File: config.mk
export PLATFORM = sky130hd
export DESIGN_NAME = inst_fetcher
export DESIGN_NICKNAME = d
export VERILOG_FILES = /design/src/rtl/inst_fetcher_pkg.sv /design/src/rtl/inst_fetcher_bht.sv /design/src/rtl/inst_fetcher.sv
export SDC_FILE = /design/constraint.sdc
export NUM_CORES = 2
export LEC_CHECK = 0
export CORE_MARGIN = 2
export CORE_UTILIZATION = 45
export CTS_CLUSTER_DIAMETER = 120
export CTS_CLUSTER_SIZE = 12
export DETAILED_ROUTE_END_ITERATION = 12
export HOLD_SLACK_MARGIN = 0.05
export SYNTH_ARGS = -nofsm -noshare
export SYNTH_HDL_FRONTEND = slang
export SYNTH_HIERARCHICAL = 1
export SYNTH_SLANG_ARGS = --single-unit
File: constraint.sdc
create_clock -name clk -period 12.55 [get_ports clk]
set_input_delay 2.51 -clock clk [delete_from_list [all_inputs] [get_ports clk]]
set_output_delay 2.51 -clock clk [all_outputs]
set_load 0.01 [all_outputs]
File: src/rtl/inst_fetcher_pkg.sv
// Shared core constants: widths, opcodes, BHT counter format and immediate decoders.
package inst_fetcher_pkg;
  localparam int ADDR_WID  = 32;
  localparam int INST_WID  = 32;
  localparam int DATA_WID  = 32;
  localparam int BHT_CNT_W = 2;

  localparam logic [BHT_CNT_W-1:0] BHT_INIT = 2'b01;

  localparam logic [6:0] OPC_JAL    = 7'b1101111;
  localparam logic [6:0] OPC_BRANCH = 7'b1100011;

  function automatic logic [ADDR_WID-1:0] j_imm(input logic [INST_WID-1:0] i);
    return {{11{i[31]}}, i[31], i[19:12], i[20], i[30:21], 1'b0};
  endfunction

  function automatic logic [ADDR_WID-1:0] b_imm(input logic [INST_WID-1:0] i);
    return {{19{i[31]}}, i[31], i[7], i[30:25], i[11:8], 1'b0};
  endfunction
endpackage

File: src/rtl/inst_fetcher_bht.sv
// Bimodal branch history table: 2-bit saturating counters, async read, sync update.
module inst_fetcher_bht
  import inst_fetcher_pkg::*;
#(
  parameter int IDX_W = 8
) (
  input  logic             clk,
  input  logic             rst_n,
  input  logic             en,
  input  logic [IDX_W-1:0] rd_idx,
  output logic             rd_taken,
  input  logic             upd,
  input  logic [IDX_W-1:0] upd_idx,
  input  logic             upd_taken
);
  localparam int N = 1 << IDX_W;

  logic [N-1:0][BHT_CNT_W-1:0] cnt;

  // Read sees the pre-update value when both ports hit the same entry.
  assign rd_taken = cnt[rd_idx][BHT_CNT_W-1];

  always_ff @(posedge clk or negedge rst_n) begin
    if (!rst_n) begin
      cnt <= {N{BHT_INIT}};
    end else if (en && upd) begin
      if (upd_taken && cnt[upd_idx] != '1)
        cnt[upd_idx] <= cnt[upd_idx] + 1'b1;
      else if (!upd_taken && cnt[upd_idx] != '0)
        cnt[upd_idx] <= cnt[upd_idx] - 1'b1;
    end
  end
endmodule

File: src/rtl/inst_fetcher.sv
// Fetch stage: PC, icache request, next-PC prediction (JAL / bimodal branch), issue to decoder.
module inst_fetcher
  import inst_fetcher_pkg::*;
#(
  parameter int                  BHT_IDX_W = 8,
  parameter logic [ADDR_WID-1:0] RESET_PC  = 32'h0
) (
  input  logic                clk,
  input  logic                rst_n,
  input  logic                rdy,
  output logic                icache_req,
  output logic [ADDR_WID-1:0] icache_addr,
  input  logic                icache_done,
  input  logic [INST_WID-1:0] icache_inst,
  input  logic                stall,
  output logic                inst_rdy,
  output logic [INST_WID-1:0] inst,
  output logic [ADDR_WID-1:0] inst_pc,
  output logic                inst_pred_jump,
  input  logic                rollback,
  input  logic [ADDR_WID-1:0] rollback_pc,
  input  logic                br_update,
  input  logic [ADDR_WID-1:0] br_pc,
  input  logic                br_taken
);
  localparam logic [0:0] S_FETCH = 1'b0;
  localparam logic [0:0] S_HOLD  = 1'b1;

  logic [0:0]          state;
  logic [ADDR_WID-1:0] pc;
  logic [ADDR_WID-1:0] npc;
  logic [INST_WID-1:0] hold_inst;
  logic [INST_WID-1:0] cur_inst;
  logic                bht_taken;
  logic                pred_jump;
  logic                issue;
  logic                unused_br_bits;

  assign unused_br_bits = ^{br_pc[ADDR_WID-1:BHT_IDX_W+2], br_pc[1:0]};

  inst_fetcher_bht #(.IDX_W(BHT_IDX_W)) u_bht (
    .clk       (clk),
    .rst_n     (rst_n),
    .en        (rdy),
    .rd_idx    (pc[BHT_IDX_W+1:2]),
    .rd_taken  (bht_taken),
    .upd       (br_update),
    .upd_idx   (br_pc[BHT_IDX_W+1:2]),
    .upd_taken (br_taken)
  );

  // Rollback drops the request in the same cycle so the cache abandons it.
  assign icache_req  = rst_n && (state == S_FETCH) && !rollback;
  assign icache_addr = pc;

  assign issue = !rollback && !stall &&
                 ((state == S_FETCH && icache_done) || state == S_HOLD);

  always_comb begin
    cur_inst  = (state == S_HOLD) ? hold_inst : icache_inst;
    npc       = pc + 32'd4;
    pred_jump = 1'b0;
    case (cur_inst[6:0])
      OPC_JAL: begin
        npc       = pc + j_imm(cur_inst);
        pred_jump = 1'b1;
      end
      OPC_BRANCH: begin
        if (bht_taken) begin
          npc       = pc + b_imm(cur_inst);
          pred_jump = 1'b1;
        end
      end
      default: ;
    endcase
  end

  always_ff @(posedge clk or negedge rst_n) begin
    if (!rst_n) begin
      state          <= S_FETCH;
      pc             <= RESET_PC;
      hold_inst      <= '0;
      inst_rdy       <= 1'b0;
      inst           <= '0;
      inst_pc        <= '0;
      inst_pred_jump <= 1'b0;
    end else if (rdy) begin
      if (rollback) begin
        pc       <= rollback_pc;
        inst_rdy <= 1'b0;
        state    <= S_FETCH;
      end else begin
        inst_rdy <= issue;
        if (issue) begin
          inst           <= cur_inst;
          inst_pc        <= pc;
          inst_pred_jump <= pred_jump;
          pc             <= npc;
          state          <= S_FETCH;
        end else if (state == S_FETCH && icache_done) begin
          hold_inst <= icache_inst;
          state     <= S_HOLD;
        end
      end
    end
  end
endmodule

Yosys cells after proc, flatten, opt, wreduce, memory -nomap -nowiden
Index checks and enable logic that the tools add are counted.
{ "totals": {"output_inout_bits": 99, "word_cells": 320, "regBits": 643} }
{ "classes": {"n_eq_ne": 3, "order_cmp": 3, "bitwise": 3, "n_addsub": 5, "muxes": 21, "reduce_logical": 22} }
{ "ops": {"columns": ["op", "count"], "rows": [
  ["$bwmux W512", 2],
  ["$mux W512", 2],
  ["$mux W32", 4],
  ["$add A32 B32 Y32", 2],
  ["$pmux W32 S2", 1],
  ["$add A32 B3 Y32 const B", 1],
  ["$bmux W2 S8", 2],
  ["$lt A8 B9 Y1 const B", 2],
  ["$demux W2 S8", 1],
  ["$eq A7 B7 Y1 const B", 2],
  ["$logic_and A1 B1 Y1", 9],
  ["$ge A8 B1 Y1 const B", 1],
  ["$mux W2", 3],
  ["$reduce_and A2 Y1", 3],
  ["$reduce_bool A2 Y1", 3],
  ["$mux W1", 5],
  ["$reduce_and A4 Y1", 1],
  ["$logic_not A1 Y1", 3],
  ["$not A1 Y1", 3],
  ["$reduce_and A3 Y1", 1],
  ["$reduce_bool A3 Y1", 1],
  ["$add A2 B1 Y2 const B", 1],
  ["$ne A2 B2 Y1 const B", 1],
  ["$pmux W1 S2", 1],
  ["2 further kinds", 2]
]} }

Logic depth before layout (Yosys ltp)
{ "depth": {"word_depth": 7, "mapped_depth": 21} }

Hierarchy
The synthesis kept the hierarchy.
{ "by_module_without_submodules": {"columns": ["module", "cells_each", "instances", "seq_area_each_um2", "area_per_inst_um2"], "rows": [
  ["inst_fetcher_bht", 1921, 1, 13132.6, 26875.8],
  ["inst_fetcher", 1111, 1, 3278.1, 9384.0]
]} }

Least setup slack after synthesis
No wires, ideal clock.
{ "synth_timing": {"path_type": "input-to-reg", "start": "in br_pc[3]", "end": "reg u_bht/cnt[271] (netlist name)", "arrival_ns": 6.998, "setup_slack_ns": 5.428, "required_ns": 12.425, "cell_stages": 19, "cell_sequence": "buf_6 > buf_4 > buf_6 > buf_6 > clkbuf_1 > mux4_2 > a22oi_1 > a21oi_1 > nor4_1 > nor2_1 > or4_1 > ha_1 > nor2b_1 > o211ai_1 > or3b_2 > nor3_1 > clkbuf_1 > nand2_1 > mux2_2"} }
{ "synth_via": {"elab_chain_cells": 7, "word_cells_on_any_way": 19, "cone_classes": "add/sub: 2; order compare: 2; eq/ne: 1; mux: 8; reduce/logical: 6"} }
{ "synth_rtl": {"columns": ["element", "line", "text"], "rows": [
  ["from (decl)", "inst_fetcher.sv:23", "input logic [ADDR_WID-1:0] br_pc,"],
  ["parallel branches: the longest is 7 deep, another holds $sub A2 B1 Y2", null, null],
  ["to (signal assigned)", "inst_fetcher_bht.sv:25", "cnt <= {N{BHT_INIT}};"],
  ["to (signal, indexed assignment)", "inst_fetcher_bht.sv:28", "cnt[upd_idx] <= cnt[upd_idx] + 1'b1;"],
  ["to (signal, indexed assignment)", "inst_fetcher_bht.sv:30", "cnt[upd_idx] <= cnt[upd_idx] - 1'b1;"],
  ["to (decl)", "inst_fetcher_bht.sv:18", "logic [N-1:0][BHT_CNT_W-1:0] cnt;"]
]} }
Parallel ways; which one is timed is not known. The select of a mux whose other input is x is not followed.
A chain may end at the register's enable or synchronous reset.

Worst setup path in the final report
{ "layout_timing": {"start": "in br_pc[3]", "end": "reg u_bht/cnt[329] (netlist name)"} }
The elaborated chain is that of the path after synthesis.

==> impl_metrics.toml <==
[outcome]
status = "finished clean"

[yosys]
synth-edff-count = 0
ys.flop_type = "dfrtp_1"
ys_seq_area_share_pct = 45.3
synthTopCellsByCount = "mux2_2, nand2_1, dfrtp_1"
syn-instance-count = 3032
yosysMostFrequentCell = "mux2_2"
synth_top_cell_by_area = "dfrtp_1"
synthDominantCellAreaShare_pct = 26.7
yosysWarnings = 6
synth_xor_area_share_pct = 1.30
synthTopCellsByArea = "dfrtp_1, dfstp_2, mux2_2"
yosys_register_bits = 643
synth_mux_area_share_pct = 30.5
synth.cell_area_sq_um = 36300
async_reset_ff_share_pct = 100
synth_fp_nets = 3185
synth-simple-area-share_pct = 9.89
synth_compound_area_share_pct = 8.07
synth_top_family_by_area = "multiplexers"
synth_fa_ha_area_share_pct = 1.73
avgSynthCellArea_sq_um = 12.0
synth_cell_type_count = 92

[floorplanning]
die_area_sq_um = 82900
die_w_microns = 288
ios = 203
fp.dieH_microns = 288
initial_core_util_pct = 45.2
rows = 104
coreArea_sq_um = 80200

[setup_path]
endpoint_kind = "flip-flop"
critPathMostFrequentCell = "nor2_1"
crit_arrival_ns = 9.06
critical-path-top-delay-family = "simple AND/OR/NAND/NOR gates"
crit_buf_inv = 2
cpMaxStageDelayCell = "nor2_1"
critPathMaxStageDelay_ns = 1.02
cp.required_ns = 13.08
path_cells = "buf_6, buf_4, mux4_2, a22oi_1, a21oi_1, nor4_1, nor2_1, or4_1, ha_1, nor2b_1, o211ai_1, or3b_2, nor2_1, nand2_1, mux2_2"
crit_path_start_kind = "input pin"
path_class = "input pin to flip-flop"
worstPathMaxFanout = 74

[timing]
relSlewSlack_pct = 6.76
tns_ns = 0
finalHoldWorstSlack_ns = 0.474
layout_min_cycle_time_ns = 8.53
finalHoldViolCount = 0
max_clock_freq_mhz = 117
setup_violations = 0
maxSlewViolCount = 0
min_period_over_period_pct = 68.0
tightest_slew_ns = 1.39
rsz0062_at_grt = "no"
skew_ns = 0.0639

[cells_and_area]
multiInputGateArea_sq_um = 18800
regArea_sq_um = 16400
drive_gt1_share_pct = 37.1
area_delta_synth_final_pct = 11.8
final_nets = 3251
finalNonFillerCells = 4211
design_area_sq_um = 40600
n_fill_cell = 7040

[clock_network]
htreeDepth = 2
clock_sink_count = 643
clkLatencyLatePin_ns = 0.68
cts_tree = "yes"
cts.path.max_buffers = 3
post_cts_buffers = 0
root_buffer = "clkbuf_16"
clkSlewWorstSetupHoldPaths_ns = 0.06
cts_made_buffers = 59
hold_buffers = 0
cts_resized = 0

[detailed_routing]
drtIter0Drc = 2251
drc_errors = 0
wl_per_cell_microns = 26.3
antenna_left = 0
drtPass1Iterations = 7
vias = 26200
drt-total-wl_mm = 111
vias_per_cell = 6.23

[pwr]
power_leakage_nw = 17.1
vdd_drop_max_v = 0.000112
power_density_nw_per_um2 = 131

[hold_path]
hold_path_class = "flip-flop to flip-flop"

[grt]
overflow = 0
antenna_found_initial = 4
grt_pass1_wl_mm = 169
track_usage_pct = 26.6
grt_pass1_vias = 27000
grt_max_degree = 191

[placed_design]
placedCellCount = 4097
place_congestion = 0.919
io_buffer_count = 178
placed_cell_area_sq_um = 38800
dp_hpwl_mm = 71.9

[flow_run]
drv_cap = 0
[tightest hold or removal path, cell delays in order, from the launching register on]
cell and delay [ns]:
dfrtp_1 0.34, nand2_1 0.05, nand2_1 0.05
[final timing paths]
kind                                startpoint        endpoint  slack, ns  cells past startpoint
worst min register to register     inst_pc[16]     inst_pc[16]       0.47                      2
min in group asynchronous                rst_n         inst[6]       1.87                      1
max in group asynchronous                rst_n   u_bht/cnt[21]       7.70                      4
worst min-delay path               inst_pc[16]     inst_pc[16]       0.47                      2
worst max register to register  icache_addr[2]  icache_addr[8]       6.57                     14
worst max-delay path                  br_pc[3]  u_bht/cnt[329]       4.02                     15
[metrics by stage]
step                      power [mW]  setup WS (ns)  utilization, %
after floorplan                 3.11           5.43               -
after global placement          3.59           3.46            48.4
after detailed placement        3.61           3.37            48.4
after CTS                       5.34           4.10            50.6
after global routing            5.55           3.71            50.6
final                           5.30           4.02            50.6
[report_power, final]
group          switching (mW)  internal [mW]
registers               0.160           2.22
logic                   0.714          0.499
clock network           0.816          0.893
[placed cells by master (no fill, tap or decap), drive strengths merged, types with 95 or more instances in the layout]
| cell | n |
|---|---|
| mux2 | 572 |
| nand2 | 521 |
| dfrtp | 387 |
| dfstp | 256 |
| mux4 | 193 |
| clkdlybuf4s50 | 174 |
| clkbuf | 106 |
| a21oi | 102 |
| nor2 | 96 |
| o21ai | 95 |
[per-layer routing]
metal	wire length, microns	GRT usage [%]
met5	0	0
met4	4540	10.4
met3	7220	4.37
met2	53600	44.2
met1	45200	34.9
[area by class of cell]
class	instances	area share, %
multi-input combinational	2146	46.3
sequential	643	40.5
timing repair buffer	234	5.47
clock buffer	106	4.10
tap	1060	3.27
clock inverter	4	0.182
inverter	14	0.130
antenna	4	0.0247
[cell families after synthesis]
| family | after synthesis |
|---|---|
| and+or+nand+nor | 823 |
| adders and majority gates | 49 |
| xor gates and xnor gates | 54 |
| AOI/OAI and AO/OA | 438 |
| buffers and inverters | 243 |
| DFF | 643 |
| muxes | 782 |
(Power assumes the default switching activity.)
